[config.mk]
export PLATFORM = sky130hd
export DESIGN_NAME = noc_pkt_queue_flat
export DESIGN_NICKNAME = d
export VERILOG_FILES = /design/src/rtl/noc_pkt_queue_if.sv /design/src/rtl/noc_pkt_queue.sv /design/src/flat_wrapper.sv
export SDC_FILE = /design/constraint.sdc
export NUM_CORES = 1
export LEC_CHECK = 0
export BUFFER_PORTS_ARGS = -buffer_cell sky130_fd_sc_hd__buf_4
export CAP_MARGIN = 20
export CORE_UTILIZATION = 52
export DETAILED_ROUTE_END_ITERATION = 10
export PLACE_DENSITY = 0.75
export RECOVER_POWER = 25
export SYNTH_ARGS = -nofsm -noshare
export SYNTH_HDL_FRONTEND = slang
export SYNTH_SLANG_ARGS = --single-unit
[constraint.sdc]
create_clock -name clk -period 3.1 [get_ports clk]
set_input_delay 0.775 -clock clk [delete_from_list [all_inputs] [get_ports clk]]
set_output_delay 0.775 -clock clk [all_outputs]
set_load 0.1 [all_outputs]
[src/rtl/noc_pkt_queue_if.sv]
// Link-side handshake and allocator-side signals of the router input-port packet queue.
// The err_o bundle exists only when NOC_PKT_QUEUE_ERR_EN is defined.
interface noc_pkt_queue_if #(
   parameter int DATA_W = 16,
   parameter int DEPTH  = 5,
   parameter int NPORTS = 5
);
   localparam int CW = $clog2(DEPTH + 1);

   logic              valid_i;
   logic [DATA_W-1:0] data_i;
   logic              ready_o;
   logic              pop_i;
   logic [DATA_W-1:0] data_o;
   logic              empty_o;
   logic [CW-1:0]     count_o;
   logic [NPORTS-1:0] req_o;
   logic              tail_o;
`ifdef NOC_PKT_QUEUE_ERR_EN
   logic [2:0]        err_o;

   modport master (
      output valid_i, data_i, pop_i,
      input  ready_o, data_o, empty_o, count_o, req_o, tail_o, err_o
   );
   modport slave (
      input  valid_i, data_i, pop_i,
      output ready_o, data_o, empty_o, count_o, req_o, tail_o, err_o
   );
`else
   modport master (
      output valid_i, data_i, pop_i,
      input  ready_o, data_o, empty_o, count_o, req_o, tail_o
   );
   modport slave (
      input  valid_i, data_i, pop_i,
      output ready_o, data_o, empty_o, count_o, req_o, tail_o
   );
`endif
endinterface

[src/rtl/noc_pkt_queue.sv]
// Router input-port buffer: FWFT flit FIFO plus wormhole packet tracker driving a one-hot port request.
// Optional sticky error flags (overflow/underflow/bad destination) when NOC_PKT_QUEUE_ERR_EN is defined.
module noc_pkt_queue #(
   parameter int DATA_W   = 16,
   parameter int DEPTH    = 5,
   parameter int PKT_LEN  = 5,
   parameter int NPORTS   = 5,
   parameter int DEST_LSB = 13
) (
   input  logic             clk,
   input  logic             rst,
   noc_pkt_queue_if.slave   q
);
   localparam int PW = $clog2(DEPTH);
   localparam int CW = $clog2(DEPTH + 1);
   localparam int DW = (NPORTS > 1) ? $clog2(NPORTS) : 1;
   localparam int NW = (PKT_LEN > 1) ? $clog2(PKT_LEN) : 1;

   typedef enum logic [1:0] {IDLE, ROUTE, BODY} state_t;

   logic [DATA_W-1:0] mem [DEPTH];
   logic [PW-1:0]     wr_ptr, rd_ptr;
   logic [CW-1:0]     count;
   logic              full, empty, push, pop, last;
   logic [DATA_W-1:0] head;
   logic [DW-1:0]     dest_hdr;

   state_t            state, state_nxt;
   logic [NW-1:0]     cnt, cnt_nxt;
   logic [DW-1:0]     dest_q, dest_nxt;
   logic [NPORTS-1:0] req;

   function automatic logic [PW-1:0] ptr_inc(input logic [PW-1:0] p);
      return (p == PW'(DEPTH - 1)) ? '0 : p + PW'(1);
   endfunction

   assign full     = (count == CW'(DEPTH));
   assign empty    = (count == '0);
   // ready reflects this cycle's occupancy only; a pop does not make room for a same-cycle push
   assign push     = q.valid_i && !full;
   assign pop      = q.pop_i && !empty && (state != IDLE);
   assign head     = empty ? '0 : mem[rd_ptr];
   assign dest_hdr = head[DEST_LSB +: DW];
   assign last     = (cnt == NW'(PKT_LEN - 1));

   always_ff @(posedge clk) begin
      if (push) mem[wr_ptr] <= q.data_i;
   end

   always_ff @(posedge clk or negedge rst) begin
      if (!rst) begin
         wr_ptr <= '0;
         rd_ptr <= '0;
         count  <= '0;
      end else begin
         if (push) wr_ptr <= ptr_inc(wr_ptr);
         if (pop)  rd_ptr <= ptr_inc(rd_ptr);
         case ({push, pop})
            2'b10:   count <= count + CW'(1);
            2'b01:   count <= count - CW'(1);
            default: ;
         endcase
      end
   end

   always_ff @(posedge clk or negedge rst) begin
      if (!rst) begin
         state  <= IDLE;
         cnt    <= '0;
         dest_q <= '0;
      end else begin
         state  <= state_nxt;
         cnt    <= cnt_nxt;
         dest_q <= dest_nxt;
      end
   end

   // IDLE always costs one cycle between a tail pop and the next header's request
   always_comb begin
      state_nxt = state;
      cnt_nxt   = cnt;
      dest_nxt  = dest_q;
      case (state)
         IDLE: begin
            if (!empty) begin
               dest_nxt  = dest_hdr;
               cnt_nxt   = '0;
               state_nxt = ROUTE;
            end
         end
         ROUTE: begin
            if (pop) begin
               if (PKT_LEN == 1) begin
                  state_nxt = IDLE;
               end else begin
                  cnt_nxt   = NW'(1);
                  state_nxt = BODY;
               end
            end
         end
         BODY: begin
            if (pop) begin
               if (last) begin
                  cnt_nxt   = '0;
                  state_nxt = IDLE;
               end else begin
                  cnt_nxt = cnt + NW'(1);
               end
            end
         end
         default: state_nxt = IDLE;
      endcase
   end

   // out-of-range destinations match no port, so the request stays low for the whole packet
   always_comb begin
      req = '0;
      if (state != IDLE) begin
         for (int p = 0; p < NPORTS; p++) req[p] = (dest_q == DW'(p));
      end
   end

   assign q.ready_o = !full;
   assign q.data_o  = head;
   assign q.empty_o = empty;
   assign q.count_o = count;
   assign q.req_o   = req;
   assign q.tail_o  = (state != IDLE) && last && !empty;

`ifdef NOC_PKT_QUEUE_ERR_EN
   logic [2:0] err;

   always_ff @(posedge clk or negedge rst) begin
      if (!rst) begin
         err <= '0;
      end else begin
         if (q.valid_i && full)                    err[0] <= 1'b1;
         if (q.pop_i && (empty || state == IDLE))  err[1] <= 1'b1;
         if (state == IDLE && !empty && int'(dest_hdr) >= NPORTS) err[2] <= 1'b1;
      end
   end

   assign q.err_o = err;
`endif

   a_count_range: assert property (@(posedge clk) disable iff (!rst) count <= CW'(DEPTH));
   a_req_onehot:  assert property (@(posedge clk) disable iff (!rst) $onehot0(req));

endmodule

[src/flat_wrapper.sv]
// flat-port wrapper written by rule: the top's interface ports become plain ports
module noc_pkt_queue_flat 
#(
   parameter int DATA_W   = 16,
   parameter int DEPTH    = 5,
   parameter int PKT_LEN  = 5,
   parameter int NPORTS   = 5,
   parameter int DEST_LSB = 13
)
  (clk, rst, q_valid_i, q_data_i, q_pop_i, q_ready_o, q_data_o, q_empty_o, q_count_o, q_req_o, q_tail_o);
  noc_pkt_queue_if #(.DATA_W(DATA_W), .DEPTH(DEPTH), .NPORTS(NPORTS)) q_i ();
  input  logic clk;
  input  logic rst;
  input wire logic [$bits(q_i.valid_i)-1:0] q_valid_i;
  input wire logic [$bits(q_i.data_i)-1:0] q_data_i;
  input wire logic [$bits(q_i.pop_i)-1:0] q_pop_i;
  output wire logic [$bits(q_i.ready_o)-1:0] q_ready_o;
  output wire logic [$bits(q_i.data_o)-1:0] q_data_o;
  output wire logic [$bits(q_i.empty_o)-1:0] q_empty_o;
  output wire logic [$bits(q_i.count_o)-1:0] q_count_o;
  output wire logic [$bits(q_i.req_o)-1:0] q_req_o;
  output wire logic [$bits(q_i.tail_o)-1:0] q_tail_o;
  assign q_i.valid_i = q_valid_i;
  assign q_i.data_i = q_data_i;
  assign q_i.pop_i = q_pop_i;
  assign q_ready_o = q_i.ready_o;
  assign q_data_o = q_i.data_o;
  assign q_empty_o = q_i.empty_o;
  assign q_count_o = q_i.count_o;
  assign q_req_o = q_i.req_o;
  assign q_tail_o = q_i.tail_o;
  noc_pkt_queue #(.DATA_W(DATA_W), .DEPTH(DEPTH), .PKT_LEN(PKT_LEN), .NPORTS(NPORTS), .DEST_LSB(DEST_LSB)) u_core (.clk(clk), .rst(rst), .q(q_i));
endmodule
# [Word level (Yosys, flattened, before mapping)]
# Memories as Yosys holds them, arrays and structs flattened.
# Index checks and enable logic that the tools add are counted.
[totals] register_bits=17 ram_bits=80 out_inout_bits=27 elab_cells=62 memories=1
[mem_list] memory="u_core.mem" words=5 width=16 read_ports=1 rd_ports_with_merged_regs=0 write_ports=1 line_no="noc_pkt_queue.sv:21" rtl="logic [DATA_W-1:0] mem [DEPTH];"
[op_classes] add_sub_neg=5 n_eq_ne=16 mux=17 n_bitwise=1 reduce_logical=16
[ops] op="3-bit 2-to-1 mux" count=6
[ops] op="16-bit 2-to-1 mux" count=1
[ops] op="3-bit == test (second input constant)" count=5
[ops] op="3-bit by 1-bit adder with 3-bit output (second input constant)" count=4
[ops] op="3-bit case mux with 3 select lines" count=1
[ops] op="2-bit 2-to-1 mux" count=4
[ops] op="4-bit AND reduction" count=2
[ops] op="3-bit by 2-bit == test with 1-bit output (second input constant)" count=2
[ops] op="3-bit zero test" count=2
[ops] op="2-bit by 1-bit != test with 1-bit output (second input constant)" count=3
[ops] op="2-bit case mux with 3 select lines" count=1
[ops] op="3-bit case mux with 2 select lines" count=1
[ops] op="1-bit logical AND" count=5
[ops] op="5-bit 2-to-1 mux" count=1
[ops] op="2-bit by 1-bit == test with 1-bit output (second input constant)" count=2
[ops] op="2-bit == test (second input constant)" count=2
[ops] op="2-bit nonzero test" count=2
[ops] op="3-bit by 1-bit == test with 1-bit output (second input constant)" count=1
[ops] op="3-bit nonzero test" count=1
[ops] op="3-bit by 1-bit subtractor with 3-bit output (second input constant)" count=1
[ops] op="1-bit zero test" count=2
[ops] op="2-bit zero test" count=1
[ops] op="1-bit 2-to-1 mux" count=2
[ops] op="2-bit != test (second input constant)" count=1
[ops] op="other kinds (2)" count=2

# [Logic depth before layout (Yosys ltp)]
# Gate-level depths: netlist of the first run.
[logic_depth] word_depth=6 mapped_depth=12 mapped_depth_nobuf=11

# [Worst setup path before layout of the first run]
# Ideal clock, no wire load.
[synth_path] path_type="register to output" start="reg u_core.state[0]" end="out q_req_o[1]" t_arrival_ns=3.929 required_ns=2.325 path_slack_ns=-1.604 stages_incl_launch_ff=5 path_cell_list="dfrtp_1 inv_1 ha_1 clkbuf_1 nor4b_1"
[synth_via] elab_chain_len=2
[synth_rtl] item="from (decl)" line_no="noc_pkt_queue.sv:28" rtl="state_t state, state_nxt;"
[synth_rtl] item="from (signal assigned)" line_no="noc_pkt_queue.sv:72" rtl="state <= state_nxt;"
[synth_rtl] item="2-bit nonzero test" line_no="noc_pkt_queue.sv:118" rtl="if (state != IDLE) begin"
[synth_rtl] item="5-bit 2-to-1 mux" line_no="noc_pkt_queue.sv:118"
[synth_rtl] item="to (decl)" line_no="flat_wrapper.sv:21" rtl="output wire logic [$bits(q_i.req_o)-1:0] q_req_o;"
# No other way between the ends.

# [Worst setup path in the final report of the first run]
[layout_path] start="reg u_core.rd_ptr[0]" end="out q_data_o[14]"
[layout_via] elab_chain_len=2
[layout_rtl] item="from (decl)" line_no="noc_pkt_queue.sv:22" rtl="logic [PW-1:0] wr_ptr, rd_ptr;"
[layout_rtl] item="from (signal assigned)" line_no="noc_pkt_queue.sv:57" rtl="if (pop) rd_ptr <= ptr_inc(rd_ptr);"
[layout_rtl] item="memory read 5 x 16 bit"
[layout_rtl] item="16-bit 2-to-1 mux" line_no="noc_pkt_queue.sv:42" rtl="assign head = empty ? '0 : mem[rd_ptr];"
[layout_rtl] item="to (decl)" line_no="flat_wrapper.sv:18" rtl="output wire logic [$bits(q_i.data_o)-1:0] q_data_o;"
# No other way between the ends.

==> results of run 1 <==
worst max path at each step:
stage                              from            to  slack, ns
floorplan           u_core.q.count_o[0]  q_data_o[12]      -0.41
finish                 u_core.rd_ptr[0]  q_data_o[14]       0.23
global route           u_core.rd_ptr[0]  q_data_o[14]       0.11
CTS                    u_core.rd_ptr[0]  q_data_o[14]       0.09
global placement       u_core.rd_ptr[0]  q_data_o[14]       0.52
detailed placement     u_core.rd_ptr[0]  q_data_o[14]       0.49
logic make-up (layout without fill, tap and decap cells):
group	after synthesis	in the layout	synth area share, %
AOI/OAI and AO/OA	17	17	3.00
xor gates and xnor gates	4	4	0.857
DFF	97	97	69.2
and+or+nand+nor	49	49	6.03
muxes	38	38	14.4
buffers and inverters	22	84	2.33
adders and majority gates	13	13	4.16
registers in the layout, indices dropped and copies added, names as in the netlist:
| signal | count |
|---|---|
| u_core.mem | 80 |
| u_core.rd_ptr | 3 |
| u_core.q.count_o | 3 |
| u_core.cnt | 3 |
| u_core.state | 2 |
| u_core.wr_ptr | 3 |
| u_core.dest_q | 3 |
worst max-delay path, cell delays in order (launching register included):
cell and delay [ns]:
dfrtp_2 0.49, buf_12 0.20, mux4_2 0.50, mux2i_1 0.23, nor2_1 0.09, buf_4 0.24
through the flow:
step	worst slack [ns]	cell area, sq um
after detailed placement	0.493	4780
after global placement	0.515	4780
after CTS	0.0877	4970
after global routing	0.106	4930
final	0.235	4930
after floorplan	-0.407	4280
metal layers:
layer	wire, um	vias up	GRT usage, %	share of wire, %
met5	0	-	0	0
met1	3030	1088	24.4	44
li1	-	1029	-	-
met4	62	0	7.39	0.89
met2	3540	58	31.3	51
met3	316	9	3.20	4.5
cell usage in the layout (no fill, tap or decap), types with 2 or more instances in the layout:
cell	Yosys	final
nand2_1	8	7
edfxtp_1	80	80
mux2_1	2	2
dfrtp_1	17	13
buf_4	1	43
inv_6	1	3
clkbuf_8	0	9
a21oi_1	3	3
clkinv_4	0	3
nand3_1	3	3
dfrtp_4	0	3
nor2_1	22	19
nor4_4	0	5
clkbuf_1	5	11
inv_1	12	12
nor2_2	0	3
xor2_1	3	3
a21o_1	2	2
mux4_2	16	16
ha_1	12	11
nor4b_4	0	3
o21ai_0	7	7
mux2i_1	18	18
area by class of cell:
cell class | count | area share [%]
Clock inverter | 7 | 1.29
Inverter | 13 | 1.09
Sequential cell | 97 | 57.6
Timing Repair Buffer | 55 | 7.79
Multi-Input combinational cell | 121 | 27.2
Tap cell | 99 | 2.51
Clock buffer | 9 | 2.51
what timing repair did:
item,4_1_cts,5_1_grt
hold endpoints to repair,0,0
endpoints found under the setup margin,0,1
setup buffers,0,0
resized for setup,0,1
==> impl_metrics.tcl, run 1 <==
set metrics [dict create \
    grt_antenna_before_repair 0 \
    die_w_um 90.7 \
    synth.area.top_cells "edfxtp_1 59%, dfrtp_1 10%, mux4_2 8.8%, mux2i_1 4.4%, ha_1 3.7%" \
    rr_worst_depth 11 \
    grt_max_degree 20 \
    cts-root-buf "clkbuf_8" \
    stdcell_count 401 \
    synth-async-reset-ratio_pct 17.5 \
    antenna_left 0 \
    synth_top_area_share_pct 58.8 \
    tns_ns 0 \
    required_ns 2.32 \
    min_path_type "flop to flop" \
    clock_skew_ns 0.0119 \
    syn_area_per_cell_sq_um 17.0 \
    period_minus_slack_ns 2.87 \
    syn_nets 273 \
    synth_ff_type "edfxtp_1" \
    final_nets 330 \
    relSlewSlack_pct 36.9 \
    min_to "u_core.q.count_o[2]" \
    drtIter0Drc 124 \
    start_util_pct 55.2 \
    cts_tree "done" \
    finalHoldViolations 0 \
    fmax_mhz 349 \
    cts_hold_buf 0 \
    reg2reg_to "u_core.q.count_o[2]" \
    grtUsageTotal_pct 18.7 \
    grt_pass1_wl_um 11400 \
    crit_arrival_ns 2.09 \
    holdPathStages 1 \
    drv_slew 0 \
    cts.clk_slew.worst_paths_ns 0.10 \
    vias_per_cell 5.45 \
    syn_inst 240 \
    antenna_cells 0 \
    drc 0 \
    tightest_slew_ns 0.947 \
    overflow 0 \
    yosysUniqueCellTypes 36 \
    clockBufferDepth 2 \
    syn2layout_area_growth_pct 20.6 \
    grt_pass1_vias 2227 \
    dp_hpwl_um 4630 \
    final_core_util_pct 66.5 \
    path_class "flop to output port" \
    num_vias 2184 \
    clkLatencyLatePin_ns 0.35 \
    cap_viol_max_count 0 \
    r2r-start "u_core.state[0]" \
    cts.sinks 97 \
    cts-buffers-inserted 9 \
    pin_count 47 \
    die_h_um 90.7 \
    fillCellCount 529 \
    hp-start "u_core.q.count_o[2]" \
    rrSetupSlack_ns 0.52 \
    synthMostInstantiatedCell "edfxtp_1" \
    crit_path_start_kind "flop" \
    rsz0062_at_grt "no" \
    yosysSeqAreaShare_pct 69.2 \
    design.die.area_sq_um 8220 \
    synth-edff-count 80 \
    end_kind "output port" \
    syn_area_sq_um 4090 \
    holdWs_ns 0.534 \
    routabilityCongestion 0.722 \
    dp_cells 385 \
    yosys.area.top_type "edfxtp_1" \
    htreeDepth 3 \
    period_share_pct 92.4 \
    routed_wl_um 6950 \
    multi_input_area_sq_um 1340 \
    routedWlPerCell_um 17.3 \
    synth_common_cells "80 x edfxtp_1, 22 x nor2_1, 18 x mux2i_1, 17 x dfrtp_1, 16 x mux4_2" \
    fp.coreArea_sq_um 7410 \
    drtPass1Iterations 4 \
    crit_path_max_fanout 14 \
    numPortBuffers 46 \
    rows 31 \
    drive_above_1_share_pct 34.1 \
    seq_area_sq_um 2840 \
    ys_warn_count 0 \
    status "finished clean" \
    yosys_register_bits 97 \
    setup_viol 0 \
]
Power of run 1 is left out: the tool's default activity adds up to more than one toggle a clock period on the data nets, which glitch-free logic cannot reach.
==> run 2, diff against run 1 <==
BUFFER_PORTS_ARGS = unset   (was -buffer_cell sky130_fd_sc_hd__buf_4)
CORE_UTILIZATION = 55   (was 52)
DONT_BUFFER_PORTS = 1   (was unset)
PLACE_DENSITY = 0.73   (was 0.75)
==> run 2 against run 1 <==
Effect of this change:
- global-route usage up 0.64 points
- design area up 1.8%
- wire length down 2.8%
- non-clock buffer count down 23
==> impl_metrics.tcl, run 2 (synthesis gave the netlist of run 1 again) <==
set metrics [dict create \
    crit_path_start_kind "flop" \
    grt_pass1_wl_um 10500 \
    drtIter0Drc 136 \
    finalHoldViolations 0 \
    cts_hold_buf 0 \
    rows 31 \
    routabilityCongestion 0.704 \
    min_path_type "input pin to async pin" \
    fmax_mhz 340 \
    clock_skew_ns 0.0147 \
    cts_setup_buffers 0 \
    required_ns 2.32 \
    drc 0 \
    clockBufferDepth 2 \
    status "finished clean" \
    numPortBuffers 0 \
    critPathTopFamily "flip-flops" \
    routedWlPerCell_um 17.9 \
    start_util_pct 56.6 \
    cts_tree "done" \
    path_class "flop to output port" \
    fillCellCount 482 \
    largest_reg_flops 80 \
    final_cell_mix "80 x edfxtp_1, 18 x mux2i_1, 18 x buf_4" \
    rr_worst_depth 11 \
    grt_max_degree 20 \
    syn2layout_area_growth_pct 22.7 \
    vias_per_cell 5.43 \
    path_depth 4 \
    cap_viol_max_count 0 \
    worst-path-buf-inv 2 \
    period_share_pct 94.9 \
    final_nets 307 \
    fp.coreArea_sq_um 7210 \
    final_cell_area_sq_um 5020 \
    clkLatencyLatePin_ns 0.37 \
    setup_viol 0 \
    end_kind "output port" \
    crit_arrival_ns 2.17 \
    cts-buffers-inserted 9 \
    grt_pass1_vias 2119 \
    slowest_stage "dfrtp_4" \
    rrSetupSlack_ns 0.61 \
    routed_wl_um 6760 \
    relSlewSlack_pct 60.8 \
    max_stage_delay_ns 0.64 \
    rsz0062_at_grt "no" \
    die_h_um 88.2 \
    tightest_slew_ns 0.588 \
    final_common_cell "edfxtp_1" \
    grt_antenna_before_repair 0 \
    cts.repair.resized 0 \
    drtPass1Iterations 4 \
    cts-root-buf "clkbuf_8" \
    drive_above_1_share_pct 37.3 \
    largest_register "u_core.mem" \
    overflow 0 \
    antenna_left 0 \
    drv_slew 0 \
    pin_count 47 \
    path_cells "or3_4 -> inv_6 -> nor2_2 -> buf_4" \
    num_vias 2053 \
    die_w_um 88.2 \
    placed_cell_area_sq_um 4820 \
    cts.sinks 97 \
    crit_path_max_fanout 19 \
    tns_ns 0 \
    period_minus_slack_ns 2.94 \
    dp_hpwl_um 4460 \
    htreeDepth 3 \
    antenna_cells 0 \
    holdWs_ns 0.0845 \
    cts.clk_slew.worst_paths_ns 0.10 \
    grtUsageTotal_pct 19.3 \
    design.die.area_sq_um 7780 \
]
[run 2: cell count changes in the layout (fill, tap and decap cells not counted), moves of 2 or more]
cell      before  now
inv_8          0    2
nor2_1        19    6
buf_12         1   14
buf_4         43   18
nor2_2         3   16
clkbuf_1      11    0
[run 2: worst register-to-register path, stage by stage (launching register included)]
cell     delay, ns
dfrtp_1       0.40
inv_1         0.10
ha_1          0.31
nor2b_1       0.18
nand2_1       0.19
inv_1         0.24
ha_4          0.17
inv_1         0.05
fa_2          0.33
xor2_1        0.15
nor2_1        0.14
xor2_1        0.16
[run 2: worst paths after layout]
kind                                     startpoint                   to
worst max register to register      u_core.state[0]  u_core.q.count_o[2]
worst min register to register        u_core.cnt[1]        u_core.cnt[1]
worst max-delay path            u_core.q.count_o[1]         q_data_o[10]
max in group asynchronous                       rst     u_core.rd_ptr[2]
min in group clk                       q_data_i[15]    u_core.mem[0][15]
worst min-delay path                            rst     u_core.wr_ptr[1]
[run 2: metal layers]
metal  routed length, um  share of wire (%)  track usage [%]
met1                2840                 42             24.5
met2                3510                 52             31.3
met3                 313                4.6             6.31
met4                  97                1.4             7.04
met5                   0                  0                0
[run 2: final cells by class]
type | count | area [sq um] | share of cell area, %
multi-input combinational | 121 | 1390 | 27.7
clock buffer | 9 | 124 | 2.47
clock inverter | 7 | 72.6 | 1.45
inverter | 13 | 53.8 | 1.07
tap | 99 | 124 | 2.47
sequential | 97 | 2840 | 56.6
timing repair buffer | 32 | 415 | 8.28
[run 2: through the flow]
stage / worst slack, ns / utilization (%) / instances
after CTS: 0.136 / 69.5 / 378
after global routing: 0.0809 / 69.5 / 378
after global placement: 0.573 / 66.8 / 362
after floorplan: -0.407 / - / 240
final: 0.157 / 69.5 / 378
after detailed placement: 0.557 / 66.8 / 362
Power of run 2 is left out for the same reason.
==> run 3, diff against run 2 <==
ABC_AREA = 1   (was unset)
==> run 3 against run 2 <==
Effect of this change:
- setup slack improved by 0.13 ns
- flip-flop and latch count unchanged
- area after synthesis increased by 7.2%
- non-clock buffer count increased by 3
- highest routed layer unchanged
- design area increased by 3.3%
- maximum frequency increased by 4.8%
- register-to-register slack improved by 0.17 ns
- critical path depth increased by 3
- clock skew decreased by 0.0046 ns
- global-route usage increased by 3.9 points
==> impl_metrics.tcl, run 3 <==
set metrics [dict create \
    required_ns 2.32 \
    period_share_pct 90.6 \
    min_path_type "input pin to async pin" \
    preCtsSetupSlack_ns 0.587 \
    design.die.area_sq_um 8330 \
    finalHoldViolations 0 \
    met1_length_um 3590 \
    cts.clk_slew.worst_paths_ns 0.10 \
    synth_common_cells "90 x nor2_1, 80 x edfxtp_1, 65 x nand2_1, 34 x inv_1, 31 x nand3_1" \
    htreeDepth 3 \
    critical_path.startpoint "u_core.rd_ptr[2]" \
    crit_path_max_fanout 23 \
    wl_met2_um 4470 \
    final_common_cell "nor2_1" \
    relSlewSlack_pct 64.2 \
    cts_hold_buf 0 \
    drive_above_1_share_pct 16.9 \
    syn2layout_area_growth_pct 18.3 \
    fp.coreArea_sq_um 7730 \
    crit_path_start_kind "flop" \
    synth-async-reset-ratio_pct 17.5 \
    yosys_register_bits 97 \
    antenna_cells 0 \
    r2r-start "u_core.state[0]" \
    synthMostInstantiatedCell "nor2_1" \
    clock_skew_ns 0.0101 \
    yosys.area.top_type "edfxtp_1" \
    yosysUniqueCellTypes 26 \
    cts-root-buf "clkbuf_8" \
    rsz0062_at_grt "no" \
    final_cell_mix "89 x nor2_1, 80 x edfxtp_1, 65 x nand2_1" \
    setup_viol 0 \
    cts-buffers-inserted 9 \
    grtUsageTotal_pct 23.2 \
    drv_slew 0 \
    synth.area.top_cells "edfxtp_1 55%, dfrtp_1 9.7%, nor2_1 7.7%, nand2_1 5.6%, nand3_1 3.5%" \
    reg2reg_to "u_core.q.count_o[2]" \
    rows 32 \
    synth-edff-count 80 \
    drtPass1Iterations 4 \
    cts_tree "done" \
    syn_area_sq_um 4380 \
    pin_count 47 \
    overflow 0 \
    ys_warn_count 0 \
    largest_register "u_core.mem" \
    die_w_um 91.3 \
    dp_hpwl_um 5560 \
    fmax_mhz 356 \
    status "finished clean" \
    routabilityCongestion 0.781 \
    vias_per_cell 5.34 \
    rrSetupSlack_ns 0.78 \
    crit_end "q_data_o[6]" \
    rr_worst_depth 11 \
    start_util_pct 56.7 \
    final_nets 477 \
    crit_arrival_ns 2.03 \
    antenna_left 0 \
    wl_met3_um 385 \
    routed_wl_um 8590 \
    drtIter0Drc 251 \
    largest_reg_flops 80 \
    drc 0 \
    syn_area_per_cell_sq_um 10.6 \
    cap_viol_max_count 0 \
    syn_inst 412 \
    grt_pass1_vias 3026 \
    clockBufferDepth 2 \
    die_h_um 91.3 \
    syn_nets 445 \
    top_layer_used "met4" \
    synth_ff_type "edfxtp_1" \
    period_minus_slack_ns 2.81 \
    layout_setup_ws_ns 0.292 \
    grt_pass1_wl_um 14400 \
    synth_top_area_share_pct 54.8 \
    grt_antenna_before_repair 0 \
    tightest_slew_ns 0.533 \
    path_class "flop to output port" \
    yosysSeqAreaShare_pct 64.5 \
    cts.sinks 97 \
    clkLatencyLatePin_ns 0.36 \
    end_kind "output port" \
    num_vias 2940 \
    numPortBuffers 0 \
    routedWlPerCell_um 15.6 \
    grt_max_degree 36 \
]
## run 3: cell families (layout without fill, tap and decap cells)
family	Yosys count	count (layout)	share of synthesized area (%)
flip-flops	97	97	64.5
AND/OR/NAND/NOR	208	208	20.2
adder cells (fa/ha/maj)	13	13	3.88
buffers and inverters	54	91	6.65
XOR/XNOR	2	2	0.400
AO/OA/AOI/OAI	38	38	4.34
## run 3: how the worst min path moves through the flow
stage / cells after the start / endpoint / slack [ns] / startpoint
2_1_floorplan: 2 / u_core.dest_q[2] / 0.45 / u_core.dest_q[2]
5_1_grt: 0 / u_core.dest_q[1] / 0.07 / rst
3_5_place_dp: 0 / u_core.q.count_o[1] / 0.48 / rst
3_3_place_gp: 2 / u_core.dest_q[2] / 0.47 / u_core.dest_q[2]
6_report: 0 / u_core.dest_q[1] / 0.1 / rst
4_1_cts: 0 / u_core.dest_q[1] / 0.08 / rst
## run 3: area by class of cell
class / instances / area (sq um)
Sequential cell: 97 / 2830
Fill cell: 547 / 2540
Multi-Input combinational cell: 261 / 1330
Timing Repair Buffer: 35 / 533
Inverter: 40 / 160
Clock buffer: 10 / 128
Tap cell: 102 / 128
Clock inverter: 6 / 72.6
## run 3: per-stage QoR
| stage | area (sq um) | std cells | hold WS (ns) | utilization (%) | setup TNS, ns |
|---|---|---|---|---|---|
| after floorplan | 4430 | 412 | 0.449 | - | -2.38 |
| after global placement | 4980 | 535 | 0.471 | 64.5 | 0 |
| after detailed placement | 4980 | 535 | 0.480 | 64.5 | 0 |
| after CTS | 5180 | 551 | 0.0774 | 67.0 | 0 |
| after global routing | 5180 | 551 | 0.0711 | 67.1 | 0 |
| final | 5180 | 551 | 0.0971 | 67.1 | 0 |
## run 3: critical path, cell delays in order, from the launching register on
cell and delay [ns]:
dfrtp_1 0.41, inv_1 0.29, buf_4 0.36, nor2_1 0.08
nor2_1 0.16, nand2_1 0.09, inv_1 0.10, buf_12 0.18
## run 3: timing repair
| action | in CTS | in global routing |
|---|---|---|
| buffers inserted | 0 | 0 |
| endpoints found under the setup margin | 0 | 2 |
| resized for setup | 0 | 1 |
## run 3: metal layers
metal,vias to the layer above,GRT usage (%)
met3,11,5.53
met5,-,0
li1,1425,-
met2,83,40.4
met4,0,8.99
met1,1421,27.9
Power of run 3 is left out for the same reason.
